File: config.mk
export PLATFORM = sky130hd
export DESIGN_NAME = pipeline_stage_register_flat
export DESIGN_NICKNAME = d
export VERILOG_FILES = /design/src/rtl/pipeline_stage_register_pkg.sv /design/src/rtl/pipeline_stage_register_if.sv /design/src/rtl/pipeline_stage_register_entry.sv /design/src/rtl/pipeline_stage_register.sv /design/src/flat_wrapper.sv
export SDC_FILE = /design/constraint.sdc
export NUM_CORES = 1
export LEC_CHECK = 0
export ABC_AREA = 1
export CAP_MARGIN = 25
export CORE_ASPECT_RATIO = 1.5
export CORE_MARGIN = 2
export CORE_UTILIZATION = 30
export DETAILED_ROUTE_END_ITERATION = 12
export PLACE_DENSITY = 0.69
export SYNTH_ARGS = -nofsm -noshare
export SYNTH_HDL_FRONTEND = slang
export SYNTH_HIERARCHICAL = 1
export SYNTH_SLANG_ARGS = --single-unit
export TNS_END_PERCENT = 1
File: constraint.sdc
create_clock -name clk -period 2.51 [get_ports clk]
set_input_delay 0.502 -clock clk [delete_from_list [all_inputs] [get_ports clk]]
set_output_delay 0.502 -clock clk [all_outputs]
set_load 0.03 [all_outputs]
File: src/rtl/pipeline_stage_register_pkg.sv
// Shared types for pipeline stage registers: skid FSM states, occupancy width, stage control bundles.
// Build option PIPE_REG_SKID_EN (see pipeline_stage_register) selects the two-entry variant.
package pipe_pkg;

  typedef enum logic [1:0] {
    PS_EMPTY = 2'd0,
    PS_ONE   = 2'd1,
    PS_TWO   = 2'd2
  } pipe_state_t;

  localparam int OCC_W = 2;

  // Decode/execute control bundle; every field must be harmless when all-zero.
  typedef struct packed {
    logic       reg_write;
    logic       mem_write;
    logic       mem_read;
    logic       mem_to_reg;
    logic       branch;
    logic       jump;
    logic       alu_src;
    logic [3:0] alu_op;
  } de_ctrl_t;

  localparam int DE_CTRL_W = $bits(de_ctrl_t);

  function automatic logic [OCC_W-1:0] state_occupancy(input pipe_state_t s);
    case (s)
      PS_ONE:  return 2'd1;
      PS_TWO:  return 2'd2;
      default: return 2'd0;
    endcase
  endfunction

endpackage

File: src/rtl/pipeline_stage_register_if.sv
// One valid/ready link between pipeline stages carrying a control and a data bundle.
// master drives valid/ctrl/data, slave drives ready.
interface pipeline_stage_register_if #(
  parameter int CTRL_W = 11,
  parameter int DATA_W = 192
);
  logic              valid;
  logic              ready;
  logic [CTRL_W-1:0] ctrl;
  logic [DATA_W-1:0] data;

  modport master (output valid, output ctrl, output data, input ready);
  modport slave  (input valid, input ctrl, input data, output ready);
endinterface

File: src/rtl/pipeline_stage_register_entry.sv
// One register slot (valid, ctrl, data). clear wins over load; a cleared slot shows the bubble
// control word and keeps its stale data.
module pipe_reg_entry #(
  parameter int                 CTRL_W      = 11,
  parameter int                 DATA_W      = 192,
  parameter logic [CTRL_W-1:0]  CTRL_BUBBLE = '0
) (
  input  logic              clk,
  input  logic              rst,
  input  logic              load_i,
  input  logic              clear_i,
  input  logic [CTRL_W-1:0] ctrl_i,
  input  logic [DATA_W-1:0] data_i,
  output logic              valid_o,
  output logic [CTRL_W-1:0] ctrl_o,
  output logic [DATA_W-1:0] data_o
);

  logic              valid_q, valid_d;
  logic [CTRL_W-1:0] ctrl_q, ctrl_d;
  logic [DATA_W-1:0] data_q, data_d;

  always_comb begin
    valid_d = valid_q;
    ctrl_d  = ctrl_q;
    data_d  = data_q;
    if (clear_i) begin
      valid_d = 1'b0;
      ctrl_d  = CTRL_BUBBLE;
    end else if (load_i) begin
      valid_d = 1'b1;
      ctrl_d  = ctrl_i;
      data_d  = data_i;
    end
  end

  always_ff @(posedge clk) begin
    if (rst) begin
      valid_q <= 1'b0;
      ctrl_q  <= CTRL_BUBBLE;
      data_q  <= '0;
    end else begin
      valid_q <= valid_d;
      ctrl_q  <= ctrl_d;
      data_q  <= data_d;
    end
  end

  assign valid_o = valid_q;
  assign ctrl_o  = ctrl_q;
  assign data_o  = data_q;

endmodule

File: src/rtl/pipeline_stage_register.sv
// Elastic pipeline stage register with stall/flush; outputs straight from head flops, 1-cycle latency.
// Default: single entry, out_ready->in_ready combinational. PIPE_REG_SKID_EN: two-entry skid, registered in_ready.
module pipeline_stage_register
  import pipe_pkg::*;
#(
  parameter int                 CTRL_W      = 11,
  parameter int                 DATA_W      = 192,
  parameter logic [CTRL_W-1:0]  CTRL_BUBBLE = '0
) (
  input  logic                        clk,
  input  logic                        rst,
  input  logic                        stall_i,
  input  logic                        flush_i,
  pipeline_stage_register_if.slave    in_if,
  pipeline_stage_register_if.master   out_if,
  output logic [OCC_W-1:0]            occupancy_o
);

  logic              in_fire, out_fire;
  logic              head_load, head_clear;
  logic              head_vld;
  logic [CTRL_W-1:0] head_ctrl, head_ctrl_in;
  logic [DATA_W-1:0] head_data, head_data_in;

  assign in_fire  = in_if.valid & in_if.ready;
  assign out_fire = head_vld & out_if.ready & ~stall_i & ~flush_i;

  pipe_reg_entry #(
    .CTRL_W      (CTRL_W),
    .DATA_W      (DATA_W),
    .CTRL_BUBBLE (CTRL_BUBBLE)
  ) u_head (
    .clk     (clk),
    .rst     (rst),
    .load_i  (head_load),
    .clear_i (head_clear),
    .ctrl_i  (head_ctrl_in),
    .data_i  (head_data_in),
    .valid_o (head_vld),
    .ctrl_o  (head_ctrl),
    .data_o  (head_data)
  );

`ifdef PIPE_REG_SKID_EN

  pipe_state_t       state_q, state_d;
  logic              skid_load, skid_clear;
  logic              skid_vld;
  logic [CTRL_W-1:0] skid_ctrl;
  logic [DATA_W-1:0] skid_data;

  pipe_reg_entry #(
    .CTRL_W      (CTRL_W),
    .DATA_W      (DATA_W),
    .CTRL_BUBBLE (CTRL_BUBBLE)
  ) u_skid (
    .clk     (clk),
    .rst     (rst),
    .load_i  (skid_load),
    .clear_i (skid_clear),
    .ctrl_i  (in_if.ctrl),
    .data_i  (in_if.data),
    .valid_o (skid_vld),
    .ctrl_o  (skid_ctrl),
    .data_o  (skid_data)
  );

  assign in_if.ready = ~stall_i & ~flush_i & (state_q != PS_TWO);

  // The skid slot is only occupied in PS_TWO, so its valid bit selects the head refill source.
  assign head_ctrl_in = skid_vld ? skid_ctrl : in_if.ctrl;
  assign head_data_in = skid_vld ? skid_data : in_if.data;

  always_ff @(posedge clk) begin
    if (rst) begin
      state_q <= PS_EMPTY;
    end else begin
      state_q <= state_d;
    end
  end

  always_comb begin
    state_d    = state_q;
    head_load  = 1'b0;
    head_clear = 1'b0;
    skid_load  = 1'b0;
    skid_clear = 1'b0;
    if (flush_i) begin
      state_d    = PS_EMPTY;
      head_clear = 1'b1;
      skid_clear = 1'b1;
    end else begin
      case (state_q)
        PS_EMPTY: begin
          if (in_fire) begin
            head_load = 1'b1;
            state_d   = PS_ONE;
          end
        end
        PS_ONE: begin
          if (in_fire && !out_fire) begin
            skid_load = 1'b1;
            state_d   = PS_TWO;
          end else if (out_fire && !in_fire) begin
            head_clear = 1'b1;
            state_d    = PS_EMPTY;
          end else if (in_fire && out_fire) begin
            head_load = 1'b1;
          end
        end
        PS_TWO: begin
          if (out_fire) begin
            head_load  = 1'b1;
            skid_clear = 1'b1;
            state_d    = PS_ONE;
          end
        end
        default: begin
          state_d    = PS_EMPTY;
          head_clear = 1'b1;
          skid_clear = 1'b1;
        end
      endcase
    end
  end

  assign occupancy_o = state_occupancy(state_q);

`else

  assign in_if.ready  = ~stall_i & ~flush_i & (~head_vld | out_if.ready);
  assign head_ctrl_in = in_if.ctrl;
  assign head_data_in = in_if.data;
  assign head_load    = in_fire;
  // A drain without a simultaneous refill leaves a bubble behind.
  assign head_clear   = flush_i | (out_fire & ~in_fire);
  assign occupancy_o  = {{(OCC_W-1){1'b0}}, head_vld};

`endif

  assign out_if.valid = head_vld;
  assign out_if.ctrl  = head_ctrl;
  assign out_if.data  = head_data;

endmodule

File: src/flat_wrapper.sv
// flat-port wrapper written by rule: the top's interface ports become plain ports
module pipeline_stage_register_flat import pipe_pkg::*;
#(
  parameter int                 CTRL_W      = 11,
  parameter int                 DATA_W      = 192,
  parameter logic [CTRL_W-1:0]  CTRL_BUBBLE = '0
)
  (clk, rst, stall_i, flush_i, occupancy_o, in_if_valid, in_if_ctrl, in_if_data, in_if_ready, out_if_valid, out_if_ctrl, out_if_data, out_if_ready);
  pipeline_stage_register_if #(.CTRL_W(CTRL_W), .DATA_W(DATA_W)) in_if_i ();
  pipeline_stage_register_if #(.CTRL_W(CTRL_W), .DATA_W(DATA_W)) out_if_i ();
  input  logic clk;
  input  logic rst;
  input  logic stall_i;
  input  logic flush_i;
  output logic [OCC_W-1:0] occupancy_o;
  input wire logic [$bits(in_if_i.valid)-1:0] in_if_valid;
  input wire logic [$bits(in_if_i.ctrl)-1:0] in_if_ctrl;
  input wire logic [$bits(in_if_i.data)-1:0] in_if_data;
  output wire logic [$bits(in_if_i.ready)-1:0] in_if_ready;
  output wire logic [$bits(out_if_i.valid)-1:0] out_if_valid;
  output wire logic [$bits(out_if_i.ctrl)-1:0] out_if_ctrl;
  output wire logic [$bits(out_if_i.data)-1:0] out_if_data;
  input wire logic [$bits(out_if_i.ready)-1:0] out_if_ready;
  assign in_if_i.valid = in_if_valid;
  assign in_if_i.ctrl = in_if_ctrl;
  assign in_if_i.data = in_if_data;
  assign in_if_ready = in_if_i.ready;
  assign out_if_valid = out_if_i.valid;
  assign out_if_ctrl = out_if_i.ctrl;
  assign out_if_data = out_if_i.data;
  assign out_if_i.ready = out_if_ready;
  pipeline_stage_register #(.CTRL_W(CTRL_W), .DATA_W(DATA_W), .CTRL_BUBBLE(CTRL_BUBBLE)) u_core (.clk(clk), .rst(rst), .stall_i(stall_i), .flush_i(flush_i), .in_if(in_if_i), .out_if(out_if_i), .occupancy_o(occupancy_o));
endmodule
==> results.yml <==
timing:
  finalHoldViolCount: 0
  fin_crit_sh_pct: 86.0
  setup_tns_ns: 0
  fin_crit_ns: 2.16
  fin_skew_ns: 0.00973
  rsz0062_at_grt: "no"
  max_freq_mhz: 463
  finalSetupViolations: 0
  slew_viol_final: 0
clock_network:
  htree_levels: 1
  postCtsSetupRepairBufs: 0
  cts_num_sinks: 204
  path_clk_slew_ns: 0.06
  ctsHoldBuffers: 0
  cts_tree: "yes"
  post_cts_resized: 0
  cts_buffer_depth: 3
  clock_latency_ns: 0.51
  root_buffer: "clkbuf_16"
  cts_made_buffers: 22
global_routing:
  grt_pass1_vias: 8461
  grt_start_max_net_pins: 84
  grt_pass1_wl_mm: 43.0
  grt_antenna_before_repair: 1
  grt_overflow_total: 0
  grt_util_all_layers_pct: 17.7
cells_and_area:
  final_nets: 1894
  area_growth_pct: 61.7
  instances_no_fill: 2049
  layout_commonest_cell: "clkdlybuf4s50_1"
  layout_common_cells: "clkdlybuf4s50_1, nor2_1, nand2_1"
  n_antenna_cell: 0
  fill_cells: 2813
  drive_gt1_share_pct: 4.00
synthesis:
  ys_ff_latch: 204
  synth_cell_types: 13
  synth_top_area_share_pct: 47.4
  synth_warnings: 6
  seq_area_frac_synth_pct: 47.4
  postSynthAreaPerCell_sq_um: 6.59
  netlist_instances: 1308
  synth_nets: 1517
  synth_area_leader_cell: "dfxtp_1"
  syn_area_sq_um: 8620
  ys_top_cells_by_area: "dfxtp_1, nor2_1, nand3_1"
routing:
  routed_via_density: 4.37
  dr_wl_met2_mm: 14.0
  drc_errors: 0
  wl_per_cell_microns: 13.6
  top_layer_used: "met5"
  wl_met1_mm: 10.4
  wl_met3_mm: 2.56
  via_count: 8963
  wl_mm: 27.9
  dr.pass1.iters: 4
  ant_nets: 0
  drt_iter0_markers: 387
floorplanning:
  initial_utilization_pct: 30.2
  dieArea_sq_um: 30100
  core_area_sq_um: 28500
  rows: 76
  chipWidth_microns: 142
  io_pins: 416
  die_y_microns: 212
outcome:
  status: "completed"
worst_setup_path:
  crit_buf_inv: 1
  critPathLaunchType: "flip-flop"
  critical_path_arrival_ns: 1.66
  required_ns: 2.01
  crit_family: "buffers and inverters"
  timing.critical_path.cells: "clkdlybuf4s50_1"
  crit_slowest_cell: "clkdlybuf4s50_1"
  path_max_fanout: 5
  critical_path_class: "reg -> out"
  slowest_delay_ns: 0.71
  endpoint_kind: "output pin"
min_path:
  min_path_type: "reg -> reg"
job:
  drv_cap: 0
place:
  dp_hpwl_mm: 20.3
  dp_cells: 2012
  portBuffers: 414
  gp_congestion: 0.853
power:
  max-vdd-ir-drop_v: 0.000516
  p_leak_nw: 6.17
  p_per_area_nw_per_um2: 581
worst min-delay path, stage by stage, from the launching register on:
cell,delay [ns]
dfxtp_1,0.31
nand2_1,0.06
a21oi_1,0.05
cell usage after synthesis:
cell,n
nand2_1,220
clkbuf_1,14
conb_1,1
buf_4,22
inv_1,198
inv_2,2
buf_1,12
a21oi_1,11
buf_2,42
nor2_2,2
dfxtp_1,204
nand3_1,192
nor2_1,388
layer usage:
metal,track usage (%),vias to the layer above
li1,-,4624
met1,18.7,3942
met2,32.6,343
met3,5.34,52
met4,7.07,2
met5,0,-
sequential cells by signal, indices dropped and copies added, names as in the netlist:
| signal | cells |
|---|---|
| u_core/u_head/ctrl_o | 11 |
| u_core/u_head/data_o | 192 |
| u_core/u_head/valid_o | 1 |
logic make-up after synthesis:
kind of cell,after synthesis,synth area share (%)
other,1,0.0435
and+or+nand+nor,802,37.8
buffers and inverters,290,14.2
DFF,204,47.4
AOI/OAI and AO/OA,11,0.638
area by class of cell:
cell class	instances	area, sq um	share of cell area [%]
clock buffer	33	673	4.83
clock inverter	4	73.8	0.530
inverter	200	761	5.46
multi-input combinational	814	3320	23.8
sequential	204	4080	29.3
tap	351	439	3.15
timing repair buffer	443	4580	32.9
through the flow:
stage | hold slack [ns] | setup WS [ns] | total power [mW] | cell area, sq um | utilization [%]
2_1_floorplan | 0.584 | 0.993 | 4.12 | 8620 | -
6_report | 0.466 | 0.352 | 8.10 | 13900 | 48.9
3_3_place_gp | 0.453 | 0.253 | 4.80 | 13200 | 46.2
4_1_cts | 0.466 | 0.305 | 8.22 | 13900 | 48.9
3_5_place_dp | 0.454 | 0.236 | 4.81 | 13200 | 46.2
5_1_grt | 0.485 | 0.263 | 8.44 | 13900 | 48.9
worst paths after layout:
kind              cells past startpoint                     from                  endpoint  slack (ns)
hold / removal                        2  u_core/u_head/ctrl_o[1]   u_core/u_head/ctrl_o[1]        0.47
setup / recovery                      1    u_core/u_head/valid_o            occupancy_o[0]        0.35
setup reg to reg                      9    u_core/u_head/valid_o  u_core/u_head/data_o[28]        0.83
hold reg to reg                       2  u_core/u_head/ctrl_o[1]   u_core/u_head/ctrl_o[1]        0.47
report_power, final:
| group | internal [mW] | switching [mW] | leakage (nW) | total, mW |
|---|---|---|---|---|
| sequential | 3.35 | 0.0558 | 1.66 | 3.40 |
| combinational | 0.650 | 0.677 | 4.15 | 1.33 |
| clock | 2.05 | 1.32 | 0.368 | 3.37 |
| total | 6.05 | 2.05 | 6.17 | 8.10 |
No activity file was read; power rests on OpenSTA's default activity.
